`config.mk`:
```
export PLATFORM = sky130hd
export DESIGN_NAME = vcop_issue_queue
export DESIGN_NICKNAME = d
export VERILOG_FILES = /design/src/rtl/vcop_issue_queue.sv
export SDC_FILE = /design/constraint.sdc
export NUM_CORES = 1
export LEC_CHECK = 0
export ABC_CLOCK_PERIOD_IN_PS = 3400
export CORE_MARGIN = 10
export CORE_UTILIZATION = 45
export DETAILED_ROUTE_END_ITERATION = 16
export GPL_TIMING_DRIVEN = 0
export HOLD_SLACK_MARGIN = 0.12
export PLACE_DENSITY = 0.69
export RECOVER_POWER = 100
export SKIP_LAST_GASP = 1
export SLEW_MARGIN = 20
export SYNTH_ARGS = -nofsm -noshare
export SYNTH_HDL_FRONTEND = slang
export SYNTH_SLANG_ARGS = --single-unit
```
`constraint.sdc`:
```
create_clock -name clk_i -period 3.4 [get_ports clk_i]
set_input_delay 0.34 -clock clk_i [delete_from_list [all_inputs] [get_ports clk_i]]
set_output_delay 0.34 -clock clk_i [all_outputs]
set_load 0.005 [all_outputs]
```
`src/rtl/vcop_issue_queue.sv`:
```
`timescale 1ns/1ps
// vcop_issue_queue: in-order DEPTH-entry issue queue with a single-flight dispatch/result FSM.
// Performance counters are built only when VCOP_ISSUE_STATS_EN is defined.
module vcop_issue_queue #(
    parameter int DEPTH      = 4,
    parameter int X_ID_WIDTH = 4
) (
    input  logic                  clk_i,
    input  logic                  rst_i,
    input  logic                  issue_valid_i,
    output logic                  issue_ready_o,
    input  logic [31:0]           issue_instr_i,
    input  logic [X_ID_WIDTH-1:0] issue_id_i,
    input  logic [31:0]           issue_rs0_i,
    output logic                  issue_accept_o,
    output logic                  issue_loadstore_o,
    output logic                  issue_writeback_o,
    input  logic                  commit_valid_i,
    input  logic [X_ID_WIDTH-1:0] commit_id_i,
    input  logic                  commit_kill_i,
    output logic                  disp_valid_o,
    input  logic                  disp_ready_i,
    output logic [1:0]            disp_kind_o,
    output logic [6:0]            disp_funct7_o,
    output logic [2:0]            disp_funct3_o,
    output logic [4:0]            disp_rd_o,
    output logic [4:0]            disp_rs1_o,
    output logic [4:0]            disp_rs2_o,
    output logic [31:0]           disp_addr_o,
    output logic [X_ID_WIDTH-1:0] disp_id_o,
    input  logic                  unit_done_i,
    output logic                  result_valid_o,
    input  logic                  result_ready_i,
    output logic [X_ID_WIDTH-1:0] result_id_o,
    output logic                  result_we_o,
    output logic [31:0]           stat_issued_o,
    output logic [31:0]           stat_killed_o,
    output logic [31:0]           stat_stall_o
);
    localparam int PW = $clog2(DEPTH);
    localparam logic [6:0] CUSTOM0_OPCODE = 7'h0B;
    localparam logic [6:0] F7_VLD   = 7'h01;
    localparam logic [6:0] F7_VST   = 7'h02;
    localparam logic [6:0] F7_VADD  = 7'h03;
    localparam logic [6:0] F7_VSUB  = 7'h04;
    localparam logic [6:0] F7_VMUL  = 7'h05;
    localparam logic [6:0] F7_VMAC  = 7'h06;
    localparam logic [6:0] F7_VMMUL = 7'h07;

    // state     | meaning
    // IDLE      | waiting for a resolved head entry; killed heads are dropped here
    // DISPATCH  | disp_valid_o high with head fields
    // WAIT_DONE | back-end executing, waiting for unit_done_i
    // RESULT    | result_valid_o high until the CPU takes it, then pop
    typedef enum logic [1:0] {IDLE, DISPATCH, WAIT_DONE, RESULT} state_t;
    state_t state;

    logic [31:0]           instr_q [DEPTH];
    logic [31:0]           addr_q  [DEPTH];
    logic [X_ID_WIDTH-1:0] id_q    [DEPTH];
    logic [1:0]            kind_q  [DEPTH];
    logic [DEPTH-1:0]      we_q, valid_q, committed_q, killed_q;
    logic [PW-1:0]         wr_ptr, rd_ptr;
    logic [PW:0]           count;

    logic [6:0] dec_f7;
    logic       dec_ok, dec_ld, dec_st;
    logic       push, pop, pop_kill, new_commit;

    assign dec_f7 = issue_instr_i[31:25];
    assign dec_ld = (dec_f7 == F7_VLD);
    assign dec_st = (dec_f7 == F7_VST);
    assign dec_ok = (issue_instr_i[6:0] == CUSTOM0_OPCODE) &&
                    (dec_f7 inside {F7_VLD, F7_VST, F7_VADD, F7_VSUB, F7_VMUL, F7_VMAC, F7_VMMUL});

    assign issue_ready_o     = !rst_i && (count != (PW+1)'(DEPTH));
    assign push              = issue_valid_i && issue_ready_o && dec_ok;
    assign issue_accept_o    = push;
    assign issue_loadstore_o = !rst_i && dec_ok && (dec_ld || dec_st);
    assign issue_writeback_o = !rst_i && dec_ok && !dec_st;

    assign pop_kill   = (state == IDLE) && valid_q[rd_ptr] && killed_q[rd_ptr];
    assign pop        = pop_kill || ((state == RESULT) && result_ready_i);
    assign new_commit = commit_valid_i && (commit_id_i == issue_id_i);

    always_ff @(posedge clk_i) begin
        if (push) begin
            instr_q[wr_ptr] <= issue_instr_i;
            addr_q[wr_ptr]  <= issue_rs0_i;
            id_q[wr_ptr]    <= issue_id_i;
            kind_q[wr_ptr]  <= dec_ld ? 2'd1 : (dec_st ? 2'd2 : 2'd0);
            we_q[wr_ptr]    <= !dec_st;
        end
    end

    always_ff @(posedge clk_i) begin
        if (rst_i) begin
            wr_ptr      <= '0;
            rd_ptr      <= '0;
            count       <= '0;
            valid_q     <= '0;
            committed_q <= '0;
            killed_q    <= '0;
        end else begin
            // Only unresolved entries react, so a late kill cannot touch an entry already in flight.
            for (int i = 0; i < DEPTH; i++) begin
                if (commit_valid_i && valid_q[i] && !committed_q[i] && !killed_q[i] &&
                    (id_q[i] == commit_id_i)) begin
                    if (commit_kill_i) killed_q[i]    <= 1'b1;
                    else               committed_q[i] <= 1'b1;
                end
            end
            if (pop) begin
                valid_q[rd_ptr] <= 1'b0;
                rd_ptr          <= rd_ptr + PW'(1);
            end
            if (push) begin
                valid_q[wr_ptr]     <= 1'b1;
                committed_q[wr_ptr] <= new_commit && !commit_kill_i;
                killed_q[wr_ptr]    <= new_commit && commit_kill_i;
                wr_ptr              <= wr_ptr + PW'(1);
            end
            case ({push, pop})
                2'b10:   count <= count + (PW+1)'(1);
                2'b01:   count <= count - (PW+1)'(1);
                default: count <= count;
            endcase
        end
    end

    always_ff @(posedge clk_i) begin
        if (rst_i) begin
            state          <= IDLE;
            disp_valid_o   <= 1'b0;
            result_valid_o <= 1'b0;
            disp_kind_o    <= '0;
            disp_funct7_o  <= '0;
            disp_funct3_o  <= '0;
            disp_rd_o      <= '0;
            disp_rs1_o     <= '0;
            disp_rs2_o     <= '0;
            disp_addr_o    <= '0;
            disp_id_o      <= '0;
            result_id_o    <= '0;
            result_we_o    <= 1'b0;
        end else begin
            case (state)
                IDLE: begin
                    if (valid_q[rd_ptr] && committed_q[rd_ptr] && !killed_q[rd_ptr]) begin
                        state         <= DISPATCH;
                        disp_valid_o  <= 1'b1;
                        disp_kind_o   <= kind_q[rd_ptr];
                        disp_funct7_o <= instr_q[rd_ptr][31:25];
                        disp_rs2_o    <= instr_q[rd_ptr][24:20];
                        disp_rs1_o    <= instr_q[rd_ptr][19:15];
                        disp_funct3_o <= instr_q[rd_ptr][14:12];
                        disp_rd_o     <= instr_q[rd_ptr][11:7];
                        disp_addr_o   <= addr_q[rd_ptr];
                        disp_id_o     <= id_q[rd_ptr];
                    end
                end
                DISPATCH: begin
                    if (disp_ready_i) begin
                        state        <= WAIT_DONE;
                        disp_valid_o <= 1'b0;
                    end
                end
                WAIT_DONE: begin
                    if (unit_done_i) begin
                        state          <= RESULT;
                        result_valid_o <= 1'b1;
                        result_id_o    <= id_q[rd_ptr];
                        result_we_o    <= we_q[rd_ptr];
                    end
                end
                RESULT: begin
                    if (result_ready_i) begin
                        state          <= IDLE;
                        result_valid_o <= 1'b0;
                    end
                end
                default: state <= IDLE;
            endcase
        end
    end

`ifdef VCOP_ISSUE_STATS_EN
    logic [31:0] issued_cnt, killed_cnt, stall_cnt;

    always_ff @(posedge clk_i) begin
        if (rst_i) begin
            issued_cnt <= '0;
            killed_cnt <= '0;
            stall_cnt  <= '0;
        end else begin
            if (push)                            issued_cnt <= issued_cnt + 32'd1;
            if (pop_kill)                        killed_cnt <= killed_cnt + 32'd1;
            if (issue_valid_i && !issue_ready_o) stall_cnt  <= stall_cnt + 32'd1;
        end
    end

    assign stat_issued_o = issued_cnt;
    assign stat_killed_o = killed_cnt;
    assign stat_stall_o  = stall_cnt;
`else
    assign stat_issued_o = '0;
    assign stat_killed_o = '0;
    assign stat_stall_o  = '0;
`endif

endmodule

```
==> results.toml, run 1 <==
[detailed_routing]
viasPerCell = 4.913
drt-initial-drc-count = 557
drt_wl_total_um = 32560
avgRoutedWirePerCell_um = 19.48
postRouteAntennaNets = 0
post-route-drc-count = 0
first_pass_iters = 4
vias = 8215

[global_route]
antenna_found_initial = 6
globalRoute.totalOverflow = 0
grt_max_degree = 45
grt.total_usage = 0.1654
grt_pass1_wl_um = 49700
grt_pass1_vias = 8459

[synth]
yosysWarnings = 0
syn_inst = 959
synth.largest_area_cell = "edfxtp_1"
netlist.area_leader.share = 0.5447
synth_seq_cells = 349
synth_edf_count = 256
synth_common_cells = "edfxtp_1, nand2_1, buf_4"
netlist_area_um2 = 14110
synth.avg_cell_area_um2 = 14.72
yosysMostFrequentCell = "edfxtp_1"
ys_seq_area_frac = 0.6766
async_flop_share = 0
ys.flop_type = "edfxtp_1"
synthTopCellsByArea = "edfxtp_1, dfxtp_1, mux4_2"
yosysUniqueCellTypes = 42

[final_layout]
area_delta_synth_final_pct = 26.05
final_area_um2 = 17790
nNetsFinal = 1337
layout-drive-gt1-share = 0.1934

[run_status]
status = "complete, no violations"

[power]
switching_share = 0.2000
clock_power_share = 0.448
p_leak_nw = 6.414
ir_drop_v = 0.0003923
power.density_nw_per_um2 = 499.6
seq_power_share = 0.514
p_comb_frac = 0.038
power_switching_mw = 1.778
intPower_mw = 7.111

[placed_design]
hpwl_um = 22430
dp_slack_ns = -0.06525
gp_congestion = 0.8275
portBuffers = 146
placed_cell_area_um2 = 16550

[setup_path]
endpoint = "issue_writeback_o"
reg2reg_to = "count[2]$_SDFFE_PP0P_"
crit_path_start = "issue_instr_i[28]"
crit_arrival_ns = 2.94
worst_ep_required_time_ns = 3.06
critPathKind = "in -> out"
r2r_slack_ns = 0.28
crit_path_end_kind = "primary output"
worstPathMaxFanout = 5
start_kind = "primary input"
reg2regPathDepth = 8
timing.rr.start = "rd_ptr[1]$_SDFFE_PP0N_"

[sta]
tightest_slew_ns = 0.9717
postLayoutSetupSlackWorst_ns = 0.1201
hold_viol_final = 0
max_freq_mhz = 304.9
period_needed_ns = 3.280
max_slew_margin = 0.3522
timing.final.max_slew_violations = 0
setup_viol = 0
rsz0062_at_grt = "false"
period_share = 0.9647
fin_skew_ns = 0.009344

[clock_tree]
ctsResizeCount = 1
cts_tree = "built"
clk_path_buf_depth = 3
postCtsSetupBuffers = 0
htreeDepth = 2
clk_pin_slew_ns = 0.06
cts.hold.buffers_added = 0
numCtsBuffers = 38
cts-root-buf = "clkbuf_16"
worstSkewPairLatency_ns = 0.51
cts.sinks = 349

[job]
drv_cap = 0

[floorplan]
die_w_um = 197.1
die_area_um2 = 38850
rows = 64
pin_count = 250
coreArea_um2 = 30750
die_h_um = 197.1
initial_core_util = 0.4590

[min_path]
hold_class = "in -> reg"
## sequential cells by signal (all words and copies together) (netlist names), 2 cells and up, named ones only
signal and flops:
disp_id_o 4, state 2, we_q 4, committed_q 4
valid_q 4, disp_rs2_o 5, wr_ptr 2, disp_rs1_o 5
killed_q 4, disp_funct3_o 3, disp_kind_o 2, result_id_o 4
disp_rd_o 5, disp_funct7_o 7, rd_ptr 2, kind_q 8
instr_q 100, disp_addr_o 32, addr_q 128, count 3
id_q 16
## power by group through the flow
stage	combinational, mW	clock (mW)	sequential [mW]
final	0.339	3.98	4.57
after global routing	0.378	4.26	4.57
after CTS	0.343	4.07	4.57
after detailed placement	0.341	0	4.66
after global placement	0.333	0	4.66
after floorplan	0.189	0	4.66
## kinds of logic after synthesis
| logic type | count (synthesis) | share of synthesized area |
|---|---|---|
| compound gates | 106 | 0.04193 |
| other cells | 1 | 0.0002657 |
| buf+inv | 167 | 0.07145 |
| xor+xnor | 23 | 0.01427 |
| mux | 74 | 0.1123 |
| flops | 349 | 0.6766 |
| fa+ha+maj | 13 | 0.01206 |
| simple gates | 226 | 0.07110 |
## per-stage QoR
| stage | hold slack, ns | power [mW] | TNS (ns) | instances | util |
|---|---|---|---|---|---|
| 3_5_place_dp | 0.4478 | 5.000 | -1.595 | 1600 | 0.5383 |
| 4_1_cts | 0.1966 | 8.986 | 0 | 1668 | 0.5783 |
| 5_1_grt | 0.2381 | 9.200 | 0 | 1669 | 0.5783 |
| 3_3_place_gp | 0.4441 | 4.992 | -424.22 | 1596 | 0.5342 |
| 6_report | 0.2141 | 8.888 | 0 | 1672 | 0.5785 |
| 2_1_floorplan | 0.4389 | 4.848 | 0 | 1054 | - |
## layer usage
metal | global-route usage | vias to the layer above | share of wire
li1 | - | 3905 | -
met1 | 0.2005 | 4020 | 0.41
met2 | 0.2825 | 245 | 0.49
met3 | 0.05264 | 43 | 0.082
met4 | 0.03817 | 2 | 0.015
met5 | 0 | - | 0.00040
## worst max-delay path: stages
cell and delay, ns:
clkdlybuf4s50_1 0.55, or4_4 0.68, or4_1 0.52, nor3_1 0.28
clkdlybuf4s50_1 0.57
## area by class of cell
class	count	area, um2
antenna	4	10.01
buffer	142	912.1
clock buffer	49	1074
clock inverter	19	148.9
fill	2436	12960
inverter	25	93.84
multi-input combinational	538	3943
sequential	349	9549
tap	396	495.5
timing repair buffer	150	1564
## worst min-delay path by stage
stage,end,startpoint,depth (start not counted)
4_1_cts,result_id_o[1]$_SDFFE_PP0P_,unit_done_i,3
5_1_grt,result_id_o[1]$_SDFFE_PP0P_,unit_done_i,3
3_3_place_gp,disp_addr_o[12]$_SDFFE_PP0P_,disp_addr_o[12]$_SDFFE_PP0P_,2
2_1_floorplan,addr_q[0][0]$_DFFE_PP_,issue_rs0_i[0],0
6_report,result_id_o[1]$_SDFFE_PP0P_,unit_done_i,3
3_5_place_dp,result_id_o[3]$_SDFFE_PP0P_,result_id_o[3]$_SDFFE_PP0P_,2
## layout by cell type (no fill, tap or decap), types with 10 or more instances in the layout
master and count:
edfxtp_1 256, nand2_1 146, dlygate4sd3_1 132, buf_4 97, conb_1 96, dfxtp_1 93
a21oi_1 79, mux4_2 67, clkbuf_16 39, clkbuf_1 37, inv_1 20, xnor2_1 20
nor2_1 18, nor3_1 15, clkdlybuf4s50_1 14, nand3_1 12, ha_1 12, a211oi_1 10
Note: power is estimated with default switching activity, not from simulation.
==> run 2, diff against run 1 <==
Settings changed: ABC_CLOCK_PERIOD_IN_PS 3400 to unset, CORE_UTILIZATION 45 to 35, PLACE_DENSITY 0.69 to 0.55.
==> results.toml, run 2 (synthesized netlist as in run 1, its figures left out) <==
[placed_design]
gp_congestion = 0.7585
hpwl_um = 24240
dp_slack_ns = -0.1542
portBuffers = 146

[setup_path]
critPathKind = "in -> out"
reg2reg_to = "disp_addr_o[12]$_SDFFE_PP0P_"
r2r_slack_ns = 0.33
worstPathMaxFanout = 5
worst_ep_required_time_ns = 3.06
crit_cells = 5
reg2regPathDepth = 8
slowest_delay_ns = 0.62
crit_arrival_ns = 2.97
path_delay_family = "simple AND/OR/NAND/NOR gates"
timing.rr.start = "rd_ptr[1]$_SDFFE_PP0N_"
critPathSlowestCell = "or4_4"
start_kind = "primary input"
crit_path_start = "issue_instr_i[30]"
endpoint = "issue_loadstore_o"
worstPathCellList = "dlygate4sd3_1 -> or4_4 -> or4_1 -> nor3_2 -> clkdlybuf4s50_1"
crit_path_end_kind = "primary output"
cp_num_buf_inv = 2

[detailed_routing]
first_pass_iters = 4
postRouteAntennaNets = 0
vias = 8229
avgRoutedWirePerCell_um = 19.50
drt_wl_total_um = 35180
drt-initial-drc-count = 403
viasPerCell = 4.562
post-route-drc-count = 0

[clock_tree]
cts.sinks = 349
clk_path_buf_depth = 3
cts.hold.buffers_added = 0
htreeDepth = 2
clk_pin_slew_ns = 0.06
ctsResizeCount = 2
cts_tree = "built"
cts-root-buf = "clkbuf_16"
numCtsBuffers = 39
worstSkewPairLatency_ns = 0.54
postCtsSetupBuffers = 0

[final_layout]
area_delta_synth_final_pct = 27.36
largest_reg_flops = 128
final_common_cell = "edfxtp_1"
largest_register = "addr_q"
final_cell_mix = "edfxtp_1, nand2_1, dlygate4sd3_1"
layout-drive-gt1-share = 0.1900
largestRegisters = "addr_q (128), instr_q (100), disp_addr_o (32)"
nNetsFinal = 1338

[run_status]
status = "complete, no violations"

[power]
power.density_nw_per_um2 = 498.4
ir_drop_v = 0.0004583
seq_power_share = 0.510
intPower_mw = 7.143
power_switching_mw = 1.816
p_comb_frac = 0.038
switching_share = 0.2027
clock_power_share = 0.452
p_leak_nw = 6.407

[global_route]
grt_pass1_vias = 8803
grt_max_degree = 45
globalRoute.totalOverflow = 0
grt_pass1_wl_um = 53480
grt.total_usage = 0.1408
antenna_found_initial = 9

[sta]
max_slew_margin = 0.2921
fin_skew_ns = 0.02116
max_freq_mhz = 302.2
tns_ns = 0
rsz0062_at_grt = "false"
tightest_slew_ns = 1.052
period_needed_ns = 3.309
timing.final.max_slew_violations = 0
hold_viol_final = 0
period_share = 0.9732
setup_viol = 0
postLayoutSetupSlackWorst_ns = 0.09103

[floorplan]
die_h_um = 220.8
die_area_um2 = 48760
initial_core_util = 0.3544
rows = 73
pin_count = 250
die_w_um = 220.8
coreArea_um2 = 39820

[min_path]
hold_class = "in -> reg"

[job]
drv_cap = 0
run 2: worst min-delay path by stage:
stage / startpoint / depth (start not counted) / to / slack, ns
6_report: unit_done_i / 3 / result_we_o$_SDFFE_PP0P_ / 0.22
5_1_grt: unit_done_i / 3 / result_id_o[3]$_SDFFE_PP0P_ / 0.26
4_1_cts: unit_done_i / 3 / result_we_o$_SDFFE_PP0P_ / 0.21
3_5_place_dp: disp_addr_o[1]$_SDFFE_PP0P_ / 2 / disp_addr_o[1]$_SDFFE_PP0P_ / 0.45
3_3_place_gp: disp_addr_o[1]$_SDFFE_PP0P_ / 2 / disp_addr_o[1]$_SDFFE_PP0P_ / 0.44
2_1_floorplan: issue_rs0_i[0] / 0 / addr_q[0][0]$_DFFE_PP_ / 0.44
run 2: power by group through the flow:
stage	Sequential (mW)	Combinational [mW]	Clock [mW]
after floorplan	4.66	0.189	0
after global placement	4.66	0.340	0
after detailed placement	4.66	0.347	0
after CTS	4.57	0.350	4.17
after global routing	4.57	0.381	4.35
final	4.57	0.343	4.05
run 2: area by class of cell:
cell class | instances | area, um2
inverter | 25 | 93.84
fill | 3610 | 21850
buffer | 142 | 912.1
timing repair buffer | 150 | 1572
clock inverter | 13 | 120.1
multi-input combinational | 538 | 3953
antenna | 5 | 12.51
tap | 525 | 656.9
clock buffer | 57 | 1106
sequential | 349 | 9549
run 2: per-stage QoR:
stage               power, mW    util  std cells  instance area (um2)  hold slack [ns]
global route            9.298  0.4512       1801                17970           0.2595
detailed placement      5.006  0.4199       1729                16720           0.4487
global placement        4.999  0.4166       1725                16590           0.4448
finish                  8.959  0.4514       1804                17970           0.2247
CTS                     9.090  0.4511       1799                17960           0.2095
floorplan               4.848       -       1054                14470           0.4389
run 2: routing by layer:
metal | wire (um) | track usage | vias to the layer above
met4 | 815 | 0.05042 | 6
met5 | 36 | 0 | -
li1 | - | - | 3897
met3 | 2305 | 0.04350 | 59
met1 | 14610 | 0.1678 | 4043
met2 | 17410 | 0.2358 | 224
run 2: worst register-to-register path, stage by stage (launching register included):
cell and delay, ns:
dfxtp_1 0.38, clkbuf_1 0.58, mux4_2 0.48, inv_1 0.12, and3_1 0.17, clkbuf_1 0.60
clkbuf_2 0.40, nand2_1 0.12, a21oi_1 0.14
==> run 3, diff against run 2 <==
--- a/config.mk
+++ b/config.mk
@@ -13,4 +13,5 @@
 export PLACE_DENSITY = 0.55
 export RECOVER_POWER = 100
+export REMOVE_ABC_BUFFERS = 1
 export SKIP_LAST_GASP = 1
 export SLEW_MARGIN = 20
==> constraint.sdc (replaced) <==
create_clock -name clk_i -period 3.4 [get_ports clk_i]
set_input_delay 0.34 -clock clk_i [delete_from_list [all_inputs] [get_ports clk_i]]
set_output_delay 0.34 -clock clk_i [all_outputs]
set_load 0.05 [all_outputs]
==> results.toml, run 3 (synthesized netlist as in run 1, its figures left out) <==
[power]
power.density_nw_per_um2 = 537.6
seq_power_share = 0.487
p_leak_nw = 5.998
clock_power_share = 0.463
power_switching_mw = 2.091
ir_drop_v = 0.0004372
power.total_mw = 9.381
switching_share = 0.2229
intPower_mw = 7.289
p_comb_frac = 0.050

[setup_path]
crit_path_end_kind = "primary output"
worstPathCellList = "clkdlybuf4s50_1 -> or4_4 -> nor4_4 -> and2_1 -> dlygate4sd2_1"
r2r_slack_ns = 0.35
start_kind = "primary input"
critPathSlowestCell = "or4_4"
worstPathMaxFanout = 10
crit_arrival_ns = 2.89
slowest_delay_ns = 0.65
critPathKind = "in -> out"
worst_ep_required_time_ns = 3.06
cp_num_buf_inv = 2
path_delay_family = "simple AND/OR/NAND/NOR gates"

[placed_design]
portBuffers = 153
gp_congestion = 0.7771
hpwl_um = 20750

[global_route]
grt_pass1_wl_um = 51410
grt_max_degree = 79
antenna_found_initial = 10
grt.total_usage = 0.1334
grt_pass1_vias = 8451
globalRoute.totalOverflow = 0

[run_status]
status = "complete, no violations"

[final_layout]
area_delta_synth_final_pct = 23.64
final_common_cell = "edfxtp_1"
largest_reg_flops = 128
nNetsFinal = 1219
largestRegisters = "addr_q (128), instr_q (100), disp_addr_o (32)"
layout-drive-gt1-share = 0.1331
final_cell_mix = "edfxtp_1, nand2_1, dlygate4sd3_1"
largest_register = "addr_q"

[sta]
fin_skew_ns = 0.01937
max_slew_margin = 0.4478
hold_viol_final = 0
rsz0062_at_grt = "false"
tightest_slew_ns = 0.8271
max_freq_mhz = 310.0
setup_viol = 0
period_needed_ns = 3.226
whs_ns = 0.3640
tns_ns = 0
timing.final.max_slew_violations = 0
period_share = 0.9488

[job]
drv_cap = 0

[detailed_routing]
postRouteAntennaNets = 0
first_pass_iters = 4
drt_wl_total_um = 33100
vias = 7889
post-route-drc-count = 0
viasPerCell = 4.668
drt-initial-drc-count = 425
avgRoutedWirePerCell_um = 19.59

[clock_tree]
clk_path_buf_depth = 3
cts_tree = "built"
htreeDepth = 2
clk_pin_slew_ns = 0.05
numCtsBuffers = 40
cts-root-buf = "clkbuf_16"
cts.sinks = 349
worstSkewPairLatency_ns = 0.55

[floorplan]
rows = 73
initial_core_util = 0.3544
die_h_um = 220.8
die_area_um2 = 48760
pin_count = 250
coreArea_um2 = 39820
die_w_um = 220.8

[min_path]
hold_class = "in -> reg"
## run 3: path summary, 6_finish.rpt
path | depth (start not counted) | from | end
max | 5 | issue_instr_i[28] | issue_accept_o
max reg2reg | 6 | count[0]$_SDFFE_PP0P_ | instr_q[0][11]$_DFFE_PP_
min | 3 | rst_i | result_valid_o$_SDFFE_PP0P_
min reg2reg | 2 | disp_addr_o[6]$_SDFFE_PP0P_ | disp_addr_o[6]$_SDFFE_PP0P_
## run 3: stage by stage
step | std cells | cell area (um2) | setup slack (ns) | util
5_1_grt | 1687 | 17440 | 0.03989 | 0.4380
4_1_cts | 1682 | 17470 | -0.08735 | 0.4386
6_report | 1690 | 17450 | 0.1740 | 0.4382
3_5_place_dp | 1600 | 16040 | -0.4917 | 0.4028
3_3_place_gp | 1590 | 15740 | -5.266 | 0.3953
2_1_floorplan | 912 | 13560 | -1.704 | -
## run 3: repair_timing
| action | in CTS | in global routing |
|---|---|---|
| pin swaps | 0 | 0 |
| hold endpoints to repair | 22 | 0 |
| hold buffers | 9 | 0 |
| endpoints found under the setup margin | 3 | 2 |
| resized for setup | 3 | 3 |
| setup buffers | 0 | 0 |
## run 3: power by group through the flow
stage | combinational (mW) | sequential, mW | clock (mW)
finish | 0.473 | 4.57 | 4.34
global route | 0.509 | 4.57 | 4.67
CTS | 0.482 | 4.57 | 4.49
detailed placement | 0.479 | 4.66 | 0
global placement | 0.466 | 4.66 | 0
floorplan | 0.294 | 4.66 | 0
## run 3: area by class of cell
cell class	instances	area (um2)
timing repair buffer	172	1842
tap	525	656.9
fill	3622	22370
clock buffer	51	1072
sequential	349	9557
multi-input combinational	538	3951
antenna	8	20.02
clock inverter	22	255.2
inverter	25	96.34
## run 3: per-layer routing
metal	vias up	part of all wire	wire (um)	GRT usage
met2	240	0.48	15890	0.2181
met4	4	0.016	517	0.03347
met3	41	0.085	2804	0.05128
li1	3673	-	-	-
met5	-	0.00042	14	0.01107
met1	3931	0.42	13880	0.1615
## run 3: worst register-to-register path: stages (launching register included)
cell and delay [ns]:
dfxtp_1 0.39, nor2_1 0.09, a211oi_1 0.63, and2_1 0.48
nand2_1 0.15, inv_2 0.63, buf_16 0.33
